$ cat src/rtl/mul_issue_ctrl.sv
// mul_issue_ctrl: issue, stall, flush and retire sequencing for the LAT-stage EX multiplier.
// Define MUL_ISSUE_CTRL_PERF_EN to add the perf_issued/perf_stall counters and the perf_clr input.
module mul_issue_ctrl #(
  parameter int LAT   = 2,
  parameter int TAG_W = 5
) (
  input  logic             mul_clk,
  input  logic             reset,
  input  logic             in_valid,
  output logic             in_ready,
  input  logic [1:0]       in_op,
  input  logic [31:0]      in_x,
  input  logic [31:0]      in_y,
  input  logic [TAG_W-1:0] in_tag,
  input  logic             flush,
  output logic [31:0]      mul_x,
  output logic [31:0]      mul_y,
  output logic             mul_signed,
  output logic             mul_adv,
  input  logic [63:0]      mul_result,
  output logic             out_valid,
  input  logic             out_ready,
  output logic [31:0]      out_data,
  output logic [TAG_W-1:0] out_tag,
`ifdef MUL_ISSUE_CTRL_PERF_EN
  input  logic             perf_clr,
  output logic [31:0]      perf_issued,
  output logic [31:0]      perf_stall,
`endif
  output logic             busy
);

  localparam int         LAST     = LAT - 1;
  localparam logic [1:0] OP_MUL   = 2'b00;
  localparam logic [1:0] OP_MULHU = 2'b10;

  logic [LAT-1:0]   vld_reg;
  logic [1:0]       op_reg   [LAT];
  logic [TAG_W-1:0] tag_reg  [LAT];

  logic [LAT-1:0]   vld_next;
  logic [1:0]       op_next  [LAT];
  logic [TAG_W-1:0] tag_next [LAT];

  logic       stall;
  logic       fire_in;
  logic [1:0] op_norm;

  assign stall    = vld_reg[LAST] & ~out_ready;
  assign mul_adv  = ~stall | flush;
  assign in_ready = ~stall & ~flush;
  assign fire_in  = in_valid & in_ready;

  assign mul_x      = in_x;
  assign mul_y      = in_y;
  assign mul_signed = (in_op != OP_MULHU);
  // The reserved encoding behaves as MUL.W, so it selects the low half at retirement.
  assign op_norm    = (in_op == 2'b11) ? OP_MUL : in_op;

  // Stage 0 loads the request (or a bubble); every later stage takes its predecessor.
  generate
    for (genvar gi = 0; gi < LAT; gi++) begin : g_stage
      if (gi == 0) begin : g_head
        assign vld_next[gi] = fire_in;
        assign op_next[gi]  = op_norm;
        assign tag_next[gi] = in_tag;
      end else begin : g_body
        assign vld_next[gi] = vld_reg[gi-1];
        assign op_next[gi]  = op_reg[gi-1];
        assign tag_next[gi] = tag_reg[gi-1];
      end
    end
  endgenerate

  always_ff @(posedge mul_clk) begin
    if (reset) begin
      vld_reg <= '0;
      for (int k = 0; k < LAT; k++) begin
        op_reg[k]  <= OP_MUL;
        tag_reg[k] <= '0;
      end
    end else if (flush) begin
      vld_reg <= '0;
    end else if (mul_adv) begin
      vld_reg <= vld_next;
      for (int k = 0; k < LAT; k++) begin
        op_reg[k]  <= op_next[k];
        tag_reg[k] <= tag_next[k];
      end
    end
  end

  // A flush cycle never retires: the consumer must not see the doomed head op.
  assign out_valid = vld_reg[LAST] & ~flush;
  assign out_tag   = tag_reg[LAST];
  assign out_data  = (op_reg[LAST] == OP_MUL) ? mul_result[31:0] : mul_result[63:32];
  assign busy      = |vld_reg;

`ifdef MUL_ISSUE_CTRL_PERF_EN
  logic [31:0] perf_issued_reg;
  logic [31:0] perf_stall_reg;

  always_ff @(posedge mul_clk) begin
    if (reset || perf_clr) begin
      perf_issued_reg <= '0;
      perf_stall_reg  <= '0;
    end else begin
      if (fire_in && (perf_issued_reg != 32'hFFFF_FFFF)) begin
        perf_issued_reg <= perf_issued_reg + 32'd1;
      end
      if (stall && (perf_stall_reg != 32'hFFFF_FFFF)) begin
        perf_stall_reg <= perf_stall_reg + 32'd1;
      end
    end
  end

  assign perf_issued = perf_issued_reg;
  assign perf_stall  = perf_stall_reg;
`endif

endmodule

$ cat config.mk
export PLATFORM = sky130hd
export DESIGN_NAME = mul_issue_ctrl
export DESIGN_NICKNAME = d
export VERILOG_FILES = /design/src/rtl/mul_issue_ctrl.sv
export SDC_FILE = /design/constraint.sdc
export NUM_CORES = 1
export LEC_CHECK = 0
export CAP_MARGIN = 0
export CELL_PAD_IN_SITES_DETAIL_PLACEMENT = 0
export CELL_PAD_IN_SITES_GLOBAL_PLACEMENT = 1
export CORE_AREA = 2 2 95 97
export DETAILED_ROUTE_END_ITERATION = 10
export DIE_AREA = 0 0 97 99
export DONT_BUFFER_PORTS = 1
export GPL_TIMING_DRIVEN = 0
export PLACE_DENSITY = 0.48
export RECOVER_POWER = 25
export SLEW_MARGIN = 40
export SYNTH_ARGS = -nofsm -noshare
export SYNTH_HDL_FRONTEND = slang
export SYNTH_SLANG_ARGS = --single-unit
$ cat constraint.sdc
create_clock -name mul_clk -period 3.4 [get_ports mul_clk]
set_input_delay 0 -clock mul_clk [delete_from_list [all_inputs] [get_ports mul_clk]]
set_output_delay 0 -clock mul_clk [all_outputs]
set_load 0.01 [all_outputs]
==> flow_metrics.py, run 1 <==
metrics = {
    "run_status": {
        "outcome": "completed",
    },
    "logic_synthesis": {
        "yosys_warnings": 0,
        "ys_top_cells_by_area": "buf_4, edfxtp_1, mux2_2",
        "synth_ff_type": "edfxtp_1",
        "synthTopCellsByCount": "buf_4, mux2_2, edfxtp_1",
        "yosysTopAreaCell": "buf_4",
        "postSynth.asyncResetShare": 0,
        "synth_area_um2": 1551,
        "synth.most_common_cell": "buf_4",
        "synth_top_area_frac": 0.3097,
        "syn_avg_cell_area_um2": 10.85,
        "seq_area_frac_synth": 0.2968,
        "syn-num-nets": 283,
        "synth_cell_types": 19,
        "synth_enable_flop_cells": 14,
        "syn_inst": 143,
        "synth-seq-cells": 16,
    },
    "critical_path": {
        "crit_chain": "nor2_4 -> clkbuf_8 -> mux2_2",
        "cp_slowest_cell": "edfxtp_1",
        "r2r_end": "vld_reg[0]",
        "slowest_delay_ps": 400,
        "worst_setup_path_end_kind": "output port",
        "cp.required_ps": 3400,
        "worstPathArrival_ps": 1510,
        "crit_fanout": 10,
        "r2r_cells": 4,
        "r2r_slack_ps": 1900,
        "critPathLaunchType": "register",
        "worstSetupPathType": "reg2out",
        "rr_startpoint": "vld_reg[1]",
    },
    "floorplan": {
        "core_um2": 8551,
        "die_h_um": 99,
        "die_x_um": 97,
        "start_util": 0.1814,
        "rows": 34,
        "dieArea_um2": 9603,
        "num_io_pins": 246,
    },
    "power_and_ir_drop": {
        "p_seq_frac": 0.411,
        "p_leak_nw": 0.6571,
        "pwr-share-comb": 0.337,
        "switching_share": 0.2896,
        "p_clk_frac": 0.252,
        "total_power_mw": 0.5667,
        "ir_worst_vdd_mv": 0.1993,
        "power.internal_mw": 0.4026,
        "p_per_area_nw_per_um2": 334.5,
        "power_switching_mw": 0.1641,
    },
    "finish": {
        "n_fill_cell": 968,
        "largest_reg_flops": 10,
        "drive_gt1_frac": 0.4744,
        "nNetsFinal": 297,
        "area_growth_pct": 9.193,
        "num_antenna_cells": 0,
    },
    "clock_tree": {
        "clock-sinks": 16,
        "cts-buffers-inserted": 3,
        "h-tree-depth": 1,
        "clockBufferDepth": 2,
        "cts_tree": "built",
        "clk_pin_slew_ps": 60,
        "clk_latency_ps": 250,
        "cts_root_buf": "clkbuf_8",
    },
    "routing": {
        "wl_per_cell_um": 14.55,
        "totalWireLength_um": 3842,
        "viasPerCell": 3.780,
        "detail-route-antenna-nets": 0,
        "first_pass_iters": 4,
        "drc": 0,
        "vias": 998,
        "drt_iter0_markers": 12,
    },
    "grt": {
        "track_usage": 0.06214,
        "grt_pass1_vias": 842,
        "grt-ovfl-total": 0,
        "antenna_found_initial": 0,
        "grt_max_degree": 15,
        "grt_pass1_wl_um": 4540,
    },
    "sta": {
        "setup-violations-final": 0,
        "drv_slew": 0,
        "setup_ws_ps": 1888,
        "fmax_mhz": 661.4,
        "period_share": 0.4447,
        "hold_viol_final": 0,
        "clock_skew_ps": 4.026,
        "tns_ps": 0,
        "hold_slack_ps": 4.162,
        "rsz0062_at_grt": "false",
        "relSlewSlack": 0.7824,
        "fin_crit_ps": 1512,
        "worstMarginPinSlew_ps": 326.5,
    },
    "placement": {
        "gp_congestion": 0.8639,
        "post-place-ws_ps": 1987,
        "place_hpwl_um": 3441,
        "port_buffers": 0,
    },
    "min_path": {
        "holdPathStages": 1,
        "hold_path.class": "in2reg",
        "min_to": "op_reg[0][0]",
        "min-delay-start": "in_op[0]",
    },
    "job": {
        "cap_violations": 0,
    },
}
-- per-stage QoR --
step	instance area, um2	cells	utilization
2_1_floorplan	1551	143	-
3_3_place_gp	1687	251	0.1972
3_5_place_dp	1687	251	0.1972
4_1_cts	1822	264	0.2131
5_1_grt	1694	264	0.1981
6_report	1694	264	0.1981
-- layer usage --
layer  track usage  vias up  wire (um)
met5             0        -          0
met4       0.01625        0         23
met3       0.01064        2        322
met2       0.09989       89       1959
met1       0.08654      464       1536
li1              -      443          -
-- cell families after synthesis --
group / after synthesis / synth area share
muxes: 33 / 0.2435
and+or+nand+nor: 26 / 0.1161
buffers and inverters: 68 / 0.3435
DFF: 16 / 0.2968
-- how the worst max path moves through the flow --
stage	start	slack, ps	cells past startpoint	end
CTS	op_reg[0][3]	1850	3	out_data[6]
global route	op_reg[0][3]	1790	3	out_data[6]
global placement	vld_reg[1]	1970	3	tag_reg[0][7]
floorplan	vld_reg[1]	2100	3	op_reg[0][0]
finish	op_reg[0][3]	1890	3	out_data[3]
detailed placement	vld_reg[1]	1990	3	tag_reg[0][7]
-- layout make-up --
cell class                 instances  area, um2  share of cell area
sequential                        16      460.4              0.2718
tap                              108      135.1             0.07976
buffer                            68      405.4              0.2393
clock buffer                       4      45.04             0.02659
timing repair buffer               9      90.09             0.05318
multi-input combinational         59      558.0              0.3294
-- cells in the final DEF, fill, tap and decap left out, drive strengths merged --
master	instances
or2	2
dlygate4sd3	9
mux2i	1
dfxtp	2
buf	31
and2	12
edfxtp	14
clkbuf	41
and3b	1
nor2	3
nand2b	2
nor4	1
mux2	32
nor2b	2
nor3	3
-- what timing repair did --
action,4_1_cts,5_1_grt
setup buffers,0,0
hold endpoints to repair,8,0
resized for setup,0,0
hold buffers,9,0
-- worst max-delay path: cells and delay by family, from the launching register on --
| kind | cells | cell delay [ps] |
|---|---|---|
| mux | 1 | 400 |
| simple gates | 1 | 240 |
| flops | 1 | 400 |
| buf+inv | 1 | 230 |
-- power by group through the flow --
stage / Sequential, mW / Combinational [mW] / Clock [mW]
6_report: 0.233 / 0.191 / 0.143
5_1_grt: 0.234 / 0.201 / 0.158
4_1_cts: 0.233 / 0.210 / 0.149
3_5_place_dp: 0.237 / 0.201 / 0
3_3_place_gp: 0.237 / 0.204 / 0
2_1_floorplan: 0.235 / 0.180 / 0
Note: power is estimated with default switching activity, not from simulation.
==> inputs of run 2 (changes only) <==
--- a/config.mk
+++ b/config.mk
@@ -8,12 +8,12 @@
 export CAP_MARGIN = 0
 export CELL_PAD_IN_SITES_DETAIL_PLACEMENT = 0
 export CELL_PAD_IN_SITES_GLOBAL_PLACEMENT = 1
-export CORE_AREA = 2 2 95 97
+export CORE_AREA = 2 2 96 98
 export DETAILED_ROUTE_END_ITERATION = 10
-export DIE_AREA = 0 0 97 99
+export DIE_AREA = 0 0 98 100
 export DONT_BUFFER_PORTS = 1
 export GPL_TIMING_DRIVEN = 0
-export PLACE_DENSITY = 0.48
+export PLACE_DENSITY = 0.47
 export RECOVER_POWER = 25
 export SLEW_MARGIN = 40
 export SYNTH_ARGS = -nofsm -noshare
==> constraint.sdc (replaced) <==
create_clock -name mul_clk -period 1.5 [get_ports mul_clk]
set_input_delay 0 -clock mul_clk [delete_from_list [all_inputs] [get_ports mul_clk]]
set_output_delay 0 -clock mul_clk [all_outputs]
set_load 0.01 [all_outputs]
==> run 2 against run 1 <==
Total power rose by 130%. Wire length fell by 6.0%. Combinational power rose by 140%. Final area rose by 4.9%. Largest power group unchanged. Worst hold slack improved by 13 ps. Final cell count rose by 3.4%. Clock skew fell by 2.5 ps. Clock power rose by 120%. Via count rose by 2.4%.
==> flow_metrics.py, run 2 (synthesis gave the netlist of run 1 again) <==
metrics = {
    "critical_path": {
        "worst_setup_path_end_kind": "output port",
        "crit_fanout": 7,
        "cp_slowest_cell": "edfxtp_1",
        "cp.required_ps": 1500,
        "slowest_delay_ps": 410,
        "worstSetupPathType": "reg2out",
        "crit_chain": "nor2_4 -> buf_12 -> clkbuf_4 -> mux2_2",
        "r2r_cells": 3,
        "critPathLaunchType": "register",
        "worstPathArrival_ps": 1450,
    },
    "min_path": {
        "holdPathStages": 1,
        "hold_path.class": "in2reg",
    },
    "routing": {
        "wl_per_cell_um": 13.23,
        "viasPerCell": 3.744,
        "vias": 1022,
        "detail-route-antenna-nets": 0,
        "drc": 0,
        "totalWireLength_um": 3613,
        "first_pass_iters": 2,
        "drt_iter0_markers": 3,
    },
    "sta": {
        "worstMarginPinSlew_ps": 322.0,
        "relSlewSlack": 0.7854,
        "period_share": 0.9677,
        "setup-violations-final": 0,
        "hold_slack_ps": 17.02,
        "clock_skew_ps": 1.491,
        "fin_crit_ps": 1451,
        "drv_slew": 0,
        "rsz0062_at_grt": "true",
        "hold_viol_final": 0,
        "fmax_mhz": 688.9,
    },
    "grt": {
        "grt_pass1_wl_um": 4609,
        "grt_max_degree": 15,
        "track_usage": 0.06000,
        "antenna_found_initial": 0,
        "grt-ovfl-total": 0,
        "grt_pass1_vias": 842,
    },
    "power_and_ir_drop": {
        "total_power_mw": 1.306,
        "ir_worst_vdd_mv": 0.3391,
        "pwr-share-comb": 0.351,
        "p_clk_frac": 0.245,
        "p_leak_nw": 0.7182,
        "p_seq_frac": 0.404,
        "p_per_area_nw_per_um2": 735.1,
        "power_switching_mw": 0.3665,
        "power.internal_mw": 0.9397,
        "switching_share": 0.2806,
    },
    "finish": {
        "instances_no_fill": 273,
        "area_growth_pct": 14.52,
        "num_antenna_cells": 0,
        "largest_reg_flops": 10,
        "drive_gt1_frac": 0.5185,
        "regArea_um2": 461.7,
        "fin_area_um2": 1777,
        "most-common-layout-cells": "buf_4, clkbuf_1, mux2_2, edfxtp_1, and2_1",
        "nNetsFinal": 303,
        "n_fill_cell": 995,
        "multiInputGateArea_um2": 558.0,
        "layout_commonest_cell": "buf_4",
    },
    "clock_tree": {
        "clk_pin_slew_ps": 60,
        "clockBufferDepth": 2,
        "clk_latency_ps": 240,
        "cts_root_buf": "clkbuf_8",
        "cts-buffers-inserted": 3,
        "cts_tree": "built",
        "h-tree-depth": 1,
        "clock-sinks": 16,
    },
    "floorplan": {
        "dieArea_um2": 9800,
        "die_h_um": 100,
        "core_um2": 8890,
        "start_util": 0.1745,
        "die_x_um": 98,
        "num_io_pins": 246,
        "rows": 35,
    },
    "placement": {
        "gp_congestion": 0.8651,
        "place_area_um2": 1690,
        "place_hpwl_um": 2990,
        "port_buffers": 0,
        "place_inst": 254,
    },
    "run_status": {
        "outcome": "completed",
    },
    "job": {
        "cap_violations": 0,
    },
}
run 2: path summary, 6_finish.rpt:
check	endpoint	from	slack, ps
worst max-delay path	out_data[30]	op_reg[0][2]	50
worst min-delay path	op_reg[0][0]	in_op[0]	20
worst max register to register	tag_reg[0][3]	vld_reg[1]	140
worst min register to register	tag_reg[0][7]	tag_reg[0][2]	520
run 2: repair_timing:
item,4_1_cts,5_1_grt
hold endpoints to repair,8,0
buffers inserted,2,1
hold buffers,9,0
setup endpoints to repair,28,20
gates cloned,3,0
pin swaps,1,0
gates resized for setup,1,2
run 2: routing by layer:
| metal | track usage | routed length [um] | vias to the layer above |
|---|---|---|---|
| met5 | 0 | 0 | - |
| met4 | 0.01923 | 12 | 0 |
| met3 | 0.01184 | 352 | 2 |
| met2 | 0.09273 | 1819 | 90 |
| met1 | 0.08437 | 1429 | 476 |
| li1 | - | - | 454 |
run 2: layout make-up:
class                      count  area share
clock buffer                   4     0.02535
sequential                    16      0.2599
multi-input combinational     59      0.3141
tap                          111     0.07817
buffer                        68      0.2345
timing repair buffer          15     0.08803
run 2: per-stage QoR:
| stage | setup WS, ps | setup TNS, ps | utilization |
|---|---|---|---|
| 6_report | 48.51 | 0 | 0.1999 |
| 5_1_grt | -7.357 | -21.93 | 0.1999 |
| 4_1_cts | 15.86 | 0 | 0.2117 |
| 3_5_place_dp | 94.11 | 0 | 0.1901 |
| 3_3_place_gp | 68.53 | 0 | 0.1901 |
| 2_1_floorplan | 202.6 | 0 | - |
run 2: critical path: cells and delay by family (launching register included):
kind	cells	cell delay, ps
flip-flops	1	410
multiplexers	1	370
buffers and inverters	2	290
AND/OR/NAND/NOR	1	140
run 2: power by group through the flow:
stage	sequential (mW)	combinational, mW	clock, mW
after floorplan	0.533	0.408	0
after global placement	0.538	0.454	0
after detailed placement	0.538	0.448	0
after CTS	0.528	0.499	0.339
after global routing	0.530	0.486	0.364
final	0.528	0.458	0.320
==> inputs of run 3 (changes only) <==
--- a/config.mk
+++ b/config.mk
@@ -13,7 +13,7 @@
 export DIE_AREA = 0 0 98 100
 export DONT_BUFFER_PORTS = 1
 export GPL_TIMING_DRIVEN = 0
-export PLACE_DENSITY = 0.47
+export PLACE_DENSITY_LB_ADDON = 0.1
 export RECOVER_POWER = 25
 export SLEW_MARGIN = 40
 export SYNTH_ARGS = -nofsm -noshare
==> run 3 against run 2 <==
Count of clock-buffer cells in the layout stayed put. Final cell count is 1.8% lower. Clock power hardly changed. Largest power group unchanged. Flip-flop and latch count stayed put. Final area is 2.4% lower. Sequential power hardly changed. First-iteration DRC count grew to 6.3 times the previous value. Setup slack better by 9.1 ps. Core utilization is 0.48 points lower.
==> flow_metrics.py, run 3 (synthesis gave the netlist of run 1 again) <==
metrics = {
    "run_status": {
        "outcome": "completed",
    },
    "clock_tree": {
        "cts-buffers-inserted": 3,
        "clk_pin_slew_ps": 60,
        "cts_tree": "built",
        "clockBufferDepth": 2,
        "cts_root_buf": "clkbuf_8",
        "clock-sinks": 16,
        "clk_latency_ps": 240,
        "h-tree-depth": 1,
    },
    "power_and_ir_drop": {
        "power_switching_mw": 0.3742,
        "p_seq_frac": 0.406,
        "p_per_area_nw_per_um2": 749.0,
        "p_leak_nw": 0.6860,
        "p_clk_frac": 0.245,
        "switching_share": 0.2881,
        "ir_worst_vdd_mv": 0.3869,
        "power.internal_mw": 0.9246,
        "pwr-share-comb": 0.349,
    },
    "finish": {
        "largest_reg_flops": 10,
        "regArea_um2": 460.4,
        "post-route-util": 0.1951,
        "n_fill_cell": 1010,
        "area_growth_pct": 11.77,
        "multiInputGateArea_um2": 560.5,
        "drive_gt1_frac": 0.5223,
        "num_antenna_cells": 0,
        "most-common-layout-cells": "buf_4, mux2_2, clkbuf_1, edfxtp_1, and2_1",
        "nNetsFinal": 298,
        "layout_commonest_cell": "buf_4",
    },
    "placement": {
        "port_buffers": 0,
        "gp_congestion": 0.7845,
        "place_hpwl_um": 4366,
        "post-place-ws_ps": 80.17,
    },
    "floorplan": {
        "die_x_um": 98,
        "rows": 35,
        "die_h_um": 100,
        "core_um2": 8890,
        "start_util": 0.1745,
        "num_io_pins": 246,
        "dieArea_um2": 9800,
    },
    "critical_path": {
        "worst_setup_path_end_kind": "output port",
        "cp_slowest_cell": "edfxtp_1",
        "crit_chain": "nor2_4 -> clkbuf_8 -> mux2_2",
        "worstPathArrival_ps": 1440,
        "slowest_delay_ps": 400,
        "worstSetupPathType": "reg2out",
        "rr_startpoint": "vld_reg[1]",
        "crit_fanout": 10,
        "critPathLaunchType": "register",
        "r2r_slack_ps": 140,
        "r2r_cells": 4,
        "cp.required_ps": 1500,
        "r2r_end": "vld_reg[1]",
    },
    "routing": {
        "viasPerCell": 3.690,
        "drt_iter0_markers": 19,
        "drc": 0,
        "totalWireLength_um": 4749,
        "first_pass_iters": 3,
        "vias": 989,
        "detail-route-antenna-nets": 0,
        "wl_per_cell_um": 17.72,
    },
    "grt": {
        "grt_max_degree": 15,
        "grt-ovfl-total": 0,
        "track_usage": 0.07817,
        "grt_pass1_vias": 1017,
        "antenna_found_initial": 0,
        "grt_pass1_wl_um": 6065,
    },
    "sta": {
        "setup-violations-final": 0,
        "relSlewSlack": 0.8096,
        "rsz0062_at_grt": "true",
        "period_share": 0.9616,
        "setup_ws_ps": 57.61,
        "fmax_mhz": 693.3,
        "worstMarginPinSlew_ps": 285.0,
        "clock_skew_ps": 0.7315,
        "hold_viol_final": 0,
        "drv_slew": 0,
        "fin_crit_ps": 1442,
    },
    "job": {
        "cap_violations": 0,
    },
    "min_path": {
        "min-delay-start": "in_op[0]",
        "holdPathStages": 1,
        "hold_path.class": "in2reg",
        "min_to": "op_reg[0][0]",
    },
}
==> run 3: changes by cell type in the layout (fill, tap and decap cells not counted), sizes merged <==
cell / previous run / this run
dlygate4sd3: 8 / 9
dlymetal6s4s: 1 / 0
buf: 37 / 39
clkbuf: 41 / 34
==> run 3: power groups by stage <==
stage          registers, mW  logic [mW]  clock network [mW]
3_5_place_dp           0.538       0.464                   0
2_1_floorplan          0.533       0.408                   0
3_3_place_gp           0.538       0.471                   0
4_1_cts                0.529       0.487               0.337
6_report               0.527       0.453               0.319
5_1_grt                0.530       0.476               0.355
==> run 3: layout make-up <==
class	count	share of cell area
multi-input combinational	59	0.3232
tap	111	0.08009
buffer	68	0.2489
clock buffer	4	0.02597
sequential	16	0.2655
timing repair buffer	10	0.05628
==> run 3: how the worst max path moves through the flow <==
stage / start / to / slack [ps] / depth (start not counted)
2_1_floorplan: vld_reg[1] / op_reg[0][0] / 200 / 3
3_3_place_gp: vld_reg[1] / tag_reg[0][7] / 100 / 3
6_report: op_reg[0][3] / out_data[12] / 60 / 3
4_1_cts: op_reg[0][2] / out_data[16] / 7 / 3
3_5_place_dp: vld_reg[1] / tag_reg[0][8] / 80 / 3
5_1_grt: op_reg[0][3] / out_data[16] / -20 / 3
==> run 3: per-layer routing <==
layer,part of all wire,global-route usage,up-vias
met5,0,0,-
met3,0.052,0.007660,0
li1,-,-,443
met2,0.56,0.1380,66
met1,0.39,0.1068,480
met4,0,0.009615,0
==> run 3: per-stage QoR <==
| stage | power, mW | TNS, ps | cell area, um2 | hold slack (ps) | instances |
|---|---|---|---|---|---|
| 5_1_grt | 1.361 | -181.7 | 1734 | 15.00 | 268 |
| 2_1_floorplan | 0.9415 | 0 | 1551 | 51.82 | 143 |
| 4_1_cts | 1.353 | 0 | 1833 | 2.591 | 268 |
| 3_3_place_gp | 1.009 | 0 | 1690 | 58.97 | 254 |
| 3_5_place_dp | 1.002 | 0 | 1690 | 58.02 | 254 |
| 6_report | 1.299 | 0 | 1734 | 16.93 | 268 |
==> run 3: timing repair <==
item / in CTS / in global routing
resized for setup: 0 / 1
setup buffers: 1 / 0
endpoints found under the hold margin: 8 / 0
pin swaps: 1 / 1
setup endpoints to repair: 28 / 39
hold buffers: 9 / 0
==> run 3: critical path, delay by kind of cell, from the launching register on <==
family	cells	cell delay [ps]
mux	1	390
buf+inv	1	210
flops	1	400
simple gates	1	200
